**config.mk**
```make
export PLATFORM = sky130hd
export DESIGN_NAME = seg_pipe_adder
export DESIGN_NICKNAME = d
export VERILOG_FILES = /design/src/rtl/seg_pipe_adder.sv
export SDC_FILE = /design/constraint.sdc
export NUM_CORES = 1
export LEC_CHECK = 0
export ABC_AREA = 1
export BUFFER_PORTS_ARGS = -buffer_cell sky130_fd_sc_hd__clkbuf_2
export CAP_MARGIN = 0
export CORE_MARGIN = 10
export CORE_UTILIZATION = 40
export DETAILED_ROUTE_END_ITERATION = 8
export GPL_TIMING_DRIVEN = 0
export SETUP_SLACK_MARGIN = 0.3
export SKIP_LAST_GASP = 1
export SLEW_MARGIN = 5
export SYNTH_ARGS = -nofsm -noshare
export SYNTH_HDL_FRONTEND = slang
export SYNTH_SLANG_ARGS = --single-unit
```
**constraint.sdc**
```tcl
create_clock -name clk -period 3.9 [get_ports clk]
set_clock_uncertainty 0.2 [all_clocks]
set_input_delay 0.975 -clock clk [delete_from_list [all_inputs] [get_ports clk]]
set_output_delay 0.975 -clock clk [all_outputs]
set_load 0.005 [all_outputs]
```
**src/rtl/seg_pipe_adder.sv**
```systemverilog
`default_nettype none
// ============================================================================
// Module  : seg_pipe_adder
// Brief   : Segmented, pipelined unsigned add/subtract with wrap/saturate
//           modes and valid/ready handshaking on both ends.
// Revision: 1.0 - initial release
// ============================================================================
module seg_pipe_adder #(
    parameter int W   = 8,
    parameter int A_W = 4,
    parameter int SEG = 4
) (
    input  logic           clk,
    input  logic           rst_n,
    input  logic           in_valid,
    output logic           in_ready,
    input  logic [A_W-1:0] a,
    input  logic [W-1:0]   b,
    input  logic           carry_in,
    input  logic           sub,
    input  logic           sat,
    output logic           out_valid,
    input  logic           out_ready,
    output logic [W-1:0]   sum,
    output logic           carry_out
);

    localparam int c_STAGES = W / SEG;

    // Stage k registers segment k; the last stage doubles as the output register.
    logic           r_vld [c_STAGES];
    logic           r_sub [c_STAGES];
    logic           r_sat [c_STAGES];
    logic           r_cy  [c_STAGES];
    logic [W-1:0]   r_b   [c_STAGES];
    logic [W-1:0]   r_x   [c_STAGES];
    logic [W-1:0]   r_s   [c_STAGES];

    logic           w_in_vld [c_STAGES];
    logic           w_in_sub [c_STAGES];
    logic           w_in_sat [c_STAGES];
    logic           w_in_cy  [c_STAGES];
    logic [W-1:0]   w_in_b   [c_STAGES];
    logic [W-1:0]   w_in_x   [c_STAGES];
    logic [W-1:0]   w_in_s   [c_STAGES];

    logic [SEG:0]   w_seg    [c_STAGES];
    logic [W-1:0]   w_s_nxt  [c_STAGES];
    logic           w_cy_nxt [c_STAGES];

    logic           w_adv;

    assign w_adv     = !out_valid || out_ready;
    assign in_ready  = w_adv;
    assign out_valid = r_vld[c_STAGES-1];
    assign sum       = r_s[c_STAGES-1];
    assign carry_out = r_cy[c_STAGES-1];

    // Subtract is folded into the first stage as b + ~a + !borrow.
    always_comb begin
        w_in_vld[0] = in_valid;
        w_in_sub[0] = sub;
        w_in_sat[0] = sat;
        w_in_cy[0]  = carry_in ^ sub;
        w_in_b[0]   = b;
        w_in_x[0]   = sub ? ~W'(a) : W'(a);
        w_in_s[0]   = '0;
        for (int k = 1; k < c_STAGES; k++) begin
            w_in_vld[k] = r_vld[k-1];
            w_in_sub[k] = r_sub[k-1];
            w_in_sat[k] = r_sat[k-1];
            w_in_cy[k]  = r_cy[k-1];
            w_in_b[k]   = r_b[k-1];
            w_in_x[k]   = r_x[k-1];
            w_in_s[k]   = r_s[k-1];
        end
    end

    always_comb begin
        for (int k = 0; k < c_STAGES; k++) begin
            w_seg[k]    = {1'b0, w_in_b[k][k*SEG +: SEG]}
                        + {1'b0, w_in_x[k][k*SEG +: SEG]}
                        + {{SEG{1'b0}}, w_in_cy[k]};
            w_s_nxt[k]  = w_in_s[k];
            w_s_nxt[k][k*SEG +: SEG] = w_seg[k][SEG-1:0];
            w_cy_nxt[k] = w_seg[k][SEG];
        end
        // Saturation only touches the sum; carry_out keeps the raw carry.
        if (w_in_sat[c_STAGES-1]) begin
            if (!w_in_sub[c_STAGES-1] && w_cy_nxt[c_STAGES-1]) begin
                w_s_nxt[c_STAGES-1] = '1;
            end else if (w_in_sub[c_STAGES-1] && !w_cy_nxt[c_STAGES-1]) begin
                w_s_nxt[c_STAGES-1] = '0;
            end
        end
    end

    always_ff @(posedge clk or negedge rst_n) begin
        if (!rst_n) begin
            for (int k = 0; k < c_STAGES; k++) begin
                r_vld[k] <= 1'b0;
                r_sub[k] <= 1'b0;
                r_sat[k] <= 1'b0;
                r_cy[k]  <= 1'b0;
                r_b[k]   <= '0;
                r_x[k]   <= '0;
                r_s[k]   <= '0;
            end
        end else if (w_adv) begin
            for (int k = 0; k < c_STAGES; k++) begin
                r_vld[k] <= w_in_vld[k];
                r_sub[k] <= w_in_sub[k];
                r_sat[k] <= w_in_sat[k];
                r_cy[k]  <= w_cy_nxt[k];
                r_b[k]   <= w_in_b[k];
                r_x[k]   <= w_in_x[k];
                r_s[k]   <= w_s_nxt[k];
            end
        end
    end

endmodule
`default_nettype wire

```
Yosys cells after proc, flatten, opt, wreduce, memory -nomap -nowiden

Cells that the tools add are included.

Add/sub/neg operators: 4
Muxes and demuxes: 4
Bitwise operators: 2
Reductions and logical operators: 6

Operators by type and width:

| operator             | count |
|---|---|
| two-way mux 8 bit    | 4 |
| adder 4 x 4 -> 5 bit | 2 |
| adder 5 x 1 -> 5 bit | 2 |
| NOT 4 -> 8 bit       | 1 |
| logical NOT 1 bit    | 3 |
| logical AND 1 bit    | 2 |
| logical OR 1 bit     | 1 |
| bitwise XOR 1 bit    | 1 |

Register bits after elaboration: 34
Output and inout port bits: 11
Word-level logic and storage cells: 26

Longest topological paths before layout

Gate-level depths: netlist of run 1.

Word-level depth: 7
Depth in mapped cells: 10

Worst setup path after synthesis of run 1

Ideal clock, no wire load.

Path kind: input to register
Start: in sub
End: reg r_cy[1] (netlist bit)
Library setup time: 0.126 ns
Arrival: 2.392 ns
Required time: 3.574 ns
Slack: 1.182 ns
Cell stages on the path: 8
Path buffers: 1
Path through: buf_2 xor2_1 fa_1 fa_1 nand2_1 inv_1 o21ai_0 a21oi_1

Longest elaborated chain between the ends: 3
Elaborated cells on any way between the ends: 4

Ends and longest elaborated chain:

| what                            | line | text |
|---|---|---|
| from (decl)                     | 20   | `input logic sub,` |
| two-way mux 8 bit               | 66   | `w_in_x[0] = sub ? ~W'(a) : W'(a);` |
| adder 4 x 4 -> 5 bit            | 82   | `+ {1'b0, w_in_x[k][k*SEG +: SEG]}` |
| adder 5 x 1 -> 5 bit (*)        | 83   | `+ {{SEG{1'b0}}, w_in_cy[k]};` |
| to (signal, indexed assignment) | 114  | `r_cy[k] <= w_cy_nxt[k];` |
| to (decl)                       | 34   | `logic r_cy [c_STAGES];` |

Every way passes the cells marked *; elsewhere a longest branch is shown, timed or not.
A chain may end at the register's enable or synchronous reset.

Worst setup path in the final report of run 1

Start: in out_ready
End: out in_ready

Longest elaborated chain between the ends: 1

Ends and longest elaborated chain:

| what             | line | text |
|---|---|---|
| from (decl)      | 23   | `input logic out_ready,` |
| logical OR 1 bit | 53   | `assign w_adv = !out_valid \|\| out_ready;` |
| to (decl)        | 16   | `output logic in_ready,` |

Every way passes these cells.

==> results of run 1 <==
## synthesized netlist by cell type
master / n
nand3b_1: 1
o21ai_0: 9
ha_1: 6
buf_4: 8
nor2_1: 6
nand4_1: 1
xnor2_1: 1
nand3_1: 7
buf_6: 1
or2_4: 1
a21oi_1: 4
nand3_4: 1
nand2_2: 2
nand3_2: 1
inv_2: 1
xor2_1: 5
a31oi_1: 1
dfrtp_1: 22
fa_1: 4
inv_1: 17
buf_2: 3
nand2_4: 1
nand2_1: 56
clkinv_4: 1
## cells by family (layout without fill, tap and decap cells)
group | after synthesis | in the layout
AO/OA/AOI/OAI | 14 | 14
adder cells (fa/ha/maj) | 10 | 10
buffers and inverters | 31 | 62
flip-flops | 22 | 22
XOR/XNOR | 6 | 6
AND/OR/NAND/NOR | 77 | 77
## stage by stage
step	setup WS, ns	hold slack [ns]	area [µm²]
2_1_floorplan	1.18	0.219	1330
3_3_place_gp	1.09	0.241	1530
3_5_place_dp	1.10	0.245	1530
4_1_cts	1.13	0.275	1550
5_1_grt	1.07	0.308	1550
6_report	1.14	0.268	1550
## final cells by class
class | instances | area share
Buffer | 12 | 0.0556
Timing Repair Buffer | 28 | 0.0903
Tap cell | 44 | 0.0355
Clock buffer | 3 | 0.0145
Multi-Input combinational cell | 107 | 0.400
Inverter | 19 | 0.0492
Sequential cell | 22 | 0.355
## power by group through the flow
stage | Sequential (mW) | Clock, mW | Combinational [mW]
after detailed placement | 0.328 | 0 | 0.320
after floorplan | 0.321 | 0 | 0.227
final | 0.322 | 0.0993 | 0.313
after CTS | 0.323 | 0.105 | 0.321
after global routing | 0.330 | 0.113 | 0.369
after global placement | 0.326 | 0 | 0.313
## registers in the layout, summed over array words and instances (netlist names)
name,count
out_valid,1
r_sat,1
carry_out,1
r_vld,1
r_cy,1
r_x,1
r_s,4
r_b,4
sum,8
## cells in the final DEF (no fill, tap or decap), types with 2 or more instances in the layout
master / instances
nor2_1: 6
xor2_1: 5
nand3_1: 7
nand2_1: 56
ha_1: 6
inv_1: 17
fa_1: 4
a21oi_1: 4
o21ai_0: 9
nand2_2: 2
clkbuf_2: 28
buf_4: 8
clkbuf_4: 3
dfrtp_1: 22
buf_2: 3
## routing by layer
| layer | up-vias | wire [µm] | global-route usage |
|---|---|---|---|
| met5 | - | 0 | 0 |
| met1 | 456 | 1290 | 0.119 |
| met4 | 0 | 13 | 0.0328 |
| li1 | 552 | - | - |
| met3 | 2 | 172 | 0.0323 |
| met2 | 24 | 1160 | 0.142 |
## worst min-delay path: stages (launching register included)
cell and delay [ns]:
dfrtp_1 0.35, inv_1 0.04, nand2_1 0.05
## final timing paths
path                       startpoint         to
max                         out_ready   in_ready
min                          r_vld[1]  out_valid
max reg2reg                   r_x[14]     sum[7]
min reg2reg                  r_vld[1]  out_valid
max in group asynchronous       rst_n    r_s[11]
min in group asynchronous       rst_n     sum[7]
==> flow_summary.json, run 1 <==
{
  "p_leak_nw": 0.885,
  "multi_input_area_um2": 621,
  "die_h_um": 77.7,
  "end_kind": "primary output",
  "num_vias": 1034,
  "ant_nets": 0,
  "final_util": 0.496,
  "worstPathMaxFanout": 10,
  "syn_inst": 160,
  "p_per_area_nw_per_um2": 473,
  "crit_path_top_delay_cell": "buf_2",
  "netlist.area_leader.share": 0.413,
  "setup_tns_ns": 0,
  "synth_fp_nets": 189,
  "remaining_drc_errors": 0,
  "cap_violations": 0,
  "intPower_mw": 0.481,
  "worstPathRequired_ns": 2.72,
  "combPwrFrac": 0.427,
  "fillCellCount": 329,
  "finalNonFillerCells": 235,
  "rrSetupSlack_ns": 1.77,
  "crit_type": "in -> out",
  "clk_pin_slew_ns": 0.11,
  "ys_seq_area_frac": 0.413,
  "numPortBuffers": 28,
  "synthXorXnorAreaFrac": 0.0394,
  "slowest_delay_ns": 0.23,
  "numCtsBuffers": 3,
  "wirelength_mm": 2.63,
  "wire_per_inst_um": 11.2,
  "first_pass_iters": 4,
  "cts_tree": "built",
  "hpwl_mm": 2.19,
  "synth.area.mux_share": 0,
  "grt_overflow": 0,
  "synth-compound-area-share": 0.0535,
  "critPathTopFamily": "buffers and inverters",
  "layout.nets": 222,
  "slew_viol_final": 0,
  "crit_arrival_ns": 1.58,
  "ctsResizeCount": 0,
  "antenna_found_initial": 0,
  "die_w_um": 77.7,
  "tightest_slew_ns": 0.533,
  "synthAdderAreaFrac": 0.116,
  "vias_per_cell": 4.40,
  "gp_congestion": 0.805,
  "drive_above_1_share": 0.267,
  "synth_simple_gate_area_share": 0.256,
  "yosys_warnings": 0,
  "initial_utilization": 0.426,
  "worstPathCellList": "clkbuf_2, inv_1, nand2_4, buf_2, clkbuf_2",
  "yosys-top-cells-area": "dfrtp_1 41%, nand2_1 16%, fa_1 6.0%, ha_1 5.6%, inv_1 4.8%",
  "ir_worst_vdd_v": 0.000179,
  "hold_class": "reg -> reg",
  "yosys_register_bits": 22,
  "hold_buffers": 0,
  "htreeDepth": 1,
  "power_mw": 0.735,
  "worst_setup_path_start_kind": "input port",
  "synth_top_family_by_area": "simple AND/OR/NAND/NOR gates",
  "fin_crit_ns": 2.76,
  "syn_area_per_cell_um2": 8.34,
  "rsz0062_at_grt": "false",
  "clkLatencyLatePin_ns": 0.30,
  "grt_use_total": 0.0930,
  "place_inst": 232,
  "period_share": 0.707,
  "swShare": 0.345,
  "reg2reg_depth": 10,
  "rows": 20,
  "crit_path_frequent_cell": "clkbuf_2",
  "clkSinkCount": 22,
  "grt_pass1_vias": 1133,
  "yosysTopAreaCell": "dfrtp_1",
  "slew_headroom": 0.645,
  "cts_setup_buffers": 0,
  "core_um2": 3130,
  "clock-root-buffer": "clkbuf_4",
  "max_freq_mhz": 362,
  "setup_viol": 0,
  "ios": 30,
  "clockBufferDepth": 2,
  "cp_num_buf_inv": 4,
  "seqPwrFrac": 0.438,
  "grt_max_degree": 23,
  "regArea_um2": 551,
  "area_growth_pct": 16.3,
  "holdPathStages": 2,
  "grt_pass1_wl_mm": 4.84,
  "synth_cell_types": 24,
  "status": "completed",
  "switching_power_mw": 0.253,
  "drt_iter0_markers": 40,
  "final_hold_viol_count": 0,
  "path_depth": 5,
  "antenna_cells": 0,
  "syn_area_um2": 1330,
  "dieArea_um2": 6040,
  "p_clk_frac": 0.135
}
No activity file was read; power rests on OpenSTA's default activity.
==> inputs of run 2 (changes only) <==
- clock period: 3.9 -> 2.5 ns (I/O delays scaled with it)
==> run 2 against run 1 <==
Global-route usage up 0.16 points. Hold slack lost 0.20 ns. Cell count rose by 0.85%. Total power is 74% higher. Design area up 4.0%. Largest cell class unchanged. Largest power group unchanged.
==> flow_summary.json, run 2 (synthesis gave the netlist of run 1 again) <==
{
  "grt_max_degree": 23,
  "ios": 30,
  "crit_arrival_ns": 1.25,
  "clkLatencyLatePin_ns": 0.30,
  "grt_overflow": 0,
  "p_per_area_nw_per_um2": 793,
  "worstPathRequired_ns": 1.67,
  "die_h_um": 77.7,
  "htreeDepth": 1,
  "final_util": 0.516,
  "fin_crit_ns": 2.07,
  "wire_per_inst_um": 11.4,
  "slowest_delay_ns": 0.43,
  "clockBufferDepth": 2,
  "core_um2": 3130,
  "cap_violations": 0,
  "hold_ws_ns": 0.0723,
  "numCtsBuffers": 3,
  "rows": 20,
  "cts_tree": "built",
  "slew_viol_final": 0,
  "worst_setup_path_start_kind": "register",
  "antenna_cells": 0,
  "hold_class": "in -> async",
  "ir_worst_vdd_v": 0.000237,
  "drt_iter0_markers": 43,
  "layout.nets": 223,
  "crit_type": "reg -> out",
  "dieArea_um2": 6040,
  "remaining_drc_errors": 0,
  "clk_pin_slew_ns": 0.13,
  "antenna_found_initial": 0,
  "rrSetupSlack_ns": 0.49,
  "grt_pass1_vias": 1167,
  "wirelength_mm": 2.70,
  "hpwl_mm": 2.21,
  "die_w_um": 77.7,
  "p_leak_nw": 0.907,
  "worstPathMaxFanout": 10,
  "area_growth_pct": 20.9,
  "status": "completed",
  "final_common_cell": "nand2_1",
  "gp_congestion": 0.806,
  "max_freq_mhz": 483,
  "ant_nets": 0,
  "num_vias": 1072,
  "numPortBuffers": 28,
  "initial_utilization": 0.426,
  "largest_reg_flops": 8,
  "grt_use_total": 0.0946,
  "end_kind": "primary output",
  "worstPathCellList": "nand2_4, buf_2, clkbuf_2",
  "reg2reg_to": "sum[7]",
  "slew_headroom": 0.645,
  "setup_tns_ns": 0,
  "crit_path_top_delay_cell": "dfrtp_1",
  "hold_buffers": 0,
  "timing.rr.start": "r_x[14]",
  "drive_above_1_share": 0.295,
  "setup_viol": 0,
  "layout_common_cells": "56 x nand2_1, 28 x clkbuf_2, 21 x dfrtp_1",
  "rsz0062_at_grt": "false",
  "vias_per_cell": 4.52,
  "grt_pass1_wl_mm": 4.93,
  "first_pass_iters": 4,
  "power_mw": 1.28,
  "clock-root-buffer": "clkbuf_4",
  "period_share": 0.829,
  "reg2reg_depth": 10,
  "final_hold_viol_count": 0,
  "tightest_slew_ns": 0.533,
  "clkSinkCount": 22
}
-- run 2: layout make-up --
type,instances,area [µm²]
fillers,309,1520
multi-input cells,107,633
flip-flops and latches,22,552
repair buffers,29,148
plain buffers,12,96.3
inverters,19,76.3
well taps,44,55.1
clock inverters,1,30.0
clock buffers,3,22.5
-- run 2: worst max-delay path, delay by kind of cell, from the launching register on --
| family | cells | cell delay, ns |
|---|---|---|
| buf+inv | 2 | 0.38 |
| flops | 1 | 0.43 |
| simple gates | 1 | 0.13 |
-- run 2: stage by stage --
stage | setup slack, ns | std cells | cell area (µm²)
after floorplan | 0.242 | 160 | 1360
after global routing | 0.306 | 237 | 1610
after CTS | 0.395 | 236 | 1600
after detailed placement | 0.125 | 232 | 1550
final | 0.428 | 237 | 1610
after global placement | 0.157 | 232 | 1550
-- run 2: worst max-delay path by stage --
stage / to / startpoint / cells past startpoint / slack (ns)
finish: in_ready / out_valid / 3 / 0.43
global route: sum[4] / r_x[14] / 10 / 0.31
CTS: in_ready / out_valid / 3 / 0.39
detailed placement: r_s[10] / a[0] / 9 / 0.12
global placement: r_s[10] / a[0] / 9 / 0.16
floorplan: r_cy[1] / sub / 8 / 0.24
-- run 2: timing repair --
| item | 4_1_cts | 5_1_grt |
|---|---|---|
| buffers inserted | 0 | 1 |
| endpoints found under the setup margin | 0 | 8 |
| resized for setup | 0 | 1 |
-- run 2: routing by layer --
metal / GRT usage / vias up / share of wire
li1: - / 556 / -
met4: 0.0274 / 0 / 0.0070
met3: 0.0311 / 2 / 0.067
met2: 0.151 / 28 / 0.45
met5: 0 / - / 0
met1: 0.118 / 486 / 0.47
-- run 2: report_power, final --
group | total [mW] | switching [mW] | internal [mW]
Clock | 0.273 | 0.111 | 0.162
Combinational | 0.502 | 0.252 | 0.250
Sequential | 0.503 | 0.0521 | 0.451
==> inputs of run 3 (changes only) <==
- clock period: 2.5 -> 2 ns (I/O delays scaled with it)
==> run 3 against run 2 <==
Cell count increased by 4.6%. Sequential power grew 25%. Highest routed layer unchanged. Via count grew 4.4%. Setup slack worse by 0.35 ns. Hold slack better by 0.12 ns. Non-clock buffer count is 11 higher.
==> flow_summary.json, run 3 (synthesis gave the netlist of run 1 again) <==
{
  "status": "completed",
  "power_mw": 1.61,
  "place_inst": 232,
  "slew_viol_final": 0,
  "reg2reg_depth": 10,
  "ios": 30,
  "period_share": 0.962,
  "intPower_mw": 1.05,
  "final_util": 0.560,
  "crit_type": "reg -> reg",
  "fin_crit_ns": 1.92,
  "grt_use_total": 0.0953,
  "p_leak_nw": 0.959,
  "layout.nets": 234,
  "clock-root-buffer": "clkbuf_4",
  "p_per_area_nw_per_um2": 920,
  "clkLatencyLatePin_ns": 0.30,
  "max_freq_mhz": 520,
  "crit_arrival_ns": 1.94,
  "layout_common_cells": "50 x nand2_1, 26 x clkbuf_2, 21 x dfrtp_1",
  "die_h_um": 77.7,
  "fin_area_um2": 1750,
  "tightest_slew_ns": 0.550,
  "rrSetupSlack_ns": 0.08,
  "swShare": 0.347,
  "worstPathRequired_ns": 2.01,
  "holdPathStages": 3,
  "remaining_drc_errors": 0,
  "worst_setup_path_start_kind": "register",
  "drt_iter0_markers": 45,
  "final_common_cell": "nand2_1",
  "rsz0062_at_grt": "true",
  "combPwrFrac": 0.454,
  "finalNonFillerCells": 248,
  "clkSinkCount": 22,
  "grt_pass1_vias": 1137,
  "crit_path_top_delay_cell": "dfrtp_1",
  "slew_headroom": 0.634,
  "fillCellCount": 297,
  "clockBufferDepth": 2,
  "worstPathMaxFanout": 8,
  "antenna_found_initial": 0,
  "area_growth_pct": 31.2,
  "wire_per_inst_um": 12.1,
  "hold_ws_ns": 0.193,
  "vias_per_cell": 4.51,
  "gp_congestion": 0.781,
  "path_depth": 10,
  "first_pass_iters": 4,
  "numPortBuffers": 28,
  "drive_above_1_share": 0.407,
  "core_um2": 3130,
  "die_w_um": 77.7,
  "reg2reg_to": "sum[5]",
  "critPathCapture": "sum[5]",
  "dieArea_um2": 6040,
  "multi_input_area_um2": 678,
  "hpwl_mm": 2.25,
  "antenna_cells": 0,
  "clk_pin_slew_ns": 0.13,
  "seqPwrFrac": 0.392,
  "p_clk_frac": 0.154,
  "rows": 20,
  "final_hold_viol_count": 0,
  "place_ws_ns": -0.232,
  "numCtsBuffers": 3,
  "hold_class": "in -> reg",
  "setup_viol": 0,
  "largest_reg_flops": 8,
  "timing.rr.start": "r_b[12]",
  "worstPathCellList": "fa_2, inv_2, fa_2, inv_2, nand3_2, nand3_2, nand2_2, clkinv_4, nand2_2, nand2_1",
  "num_vias": 1119,
  "slowest_delay_ns": 0.43,
  "ir_worst_vdd_v": 0.000321,
  "critPathTopFamily": "adder cells",
  "regArea_um2": 552,
  "dpl-instance-area_um2": 1570,
  "cap_violations": 0,
  "setup_tns_ns": 0,
  "fin_ws_ns": 0.0755,
  "ant_nets": 0,
  "htreeDepth": 1,
  "grt_overflow": 0,
  "startpoint": "r_b[12]",
  "grt_max_degree": 23,
  "initial_utilization": 0.426,
  "switching_power_mw": 0.560,
  "wirelength_mm": 3.01,
  "cp_num_buf_inv": 3,
  "end_kind": "register",
  "grt_pass1_wl_mm": 4.89,
  "cts_tree": "built"
}
## run 3: cell count changes in the layout (fill, tap and decap cells not counted), sizes merged
cell | previous run | this run
buf | 13 | 25
bufinv | 1 | 0
clkbuf | 31 | 30
dlygate4sd3 | 0 | 1
## run 3: layout make-up
cell class,instances,share of cell area
plain buffers,12,0.0615
flip-flops and latches,22,0.315
multi-input cells,107,0.387
clock buffers,4,0.0207
inverters,19,0.0436
repair buffers,40,0.140
well taps,44,0.0315
## run 3: tightest hold or removal path, cell delays in order
cell      delay [ns]
clkbuf_2        0.07
nand2_1         0.04
nand2_1         0.06
## run 3: routing by layer
layer / global-route usage / wire length, µm / vias up
li1: - / - / 570
met1: 0.114 / 1280 / 521
met2: 0.160 / 1510 / 26
met3: 0.0334 / 206 / 2
met4: 0.0219 / 12 / 0
met5: 0 / 0 / -
## run 3: worst min-delay path by stage
stage                        start        end  slack, ns
after global placement    r_vld[1]  out_valid       0.24
final                         b[7]    r_b[15]       0.19
after floorplan              rst_n  carry_out      0.004
after CTS                     b[5]    r_b[13]       0.19
after detailed placement  r_vld[1]  out_valid       0.25
after global routing          b[7]    r_b[15]       0.19
## run 3: power by group through the flow
stage,logic [mW],clock network [mW],registers (mW)
4_1_cts,0.693,0.261,0.633
2_1_floorplan,0.461,0,0.627
3_3_place_gp,0.631,0,0.640
6_report,0.732,0.248,0.631
3_5_place_dp,0.647,0,0.646
5_1_grt,0.832,0.274,0.647
## run 3: what timing repair did
action                                  4_1_cts  5_1_grt
gates resized for setup                       5       13
endpoints found under the hold margin        22        0
endpoints found under the setup margin       13       13
buffers inserted                              7        4
pin swaps                                     7        8
hold buffers                                  1        0
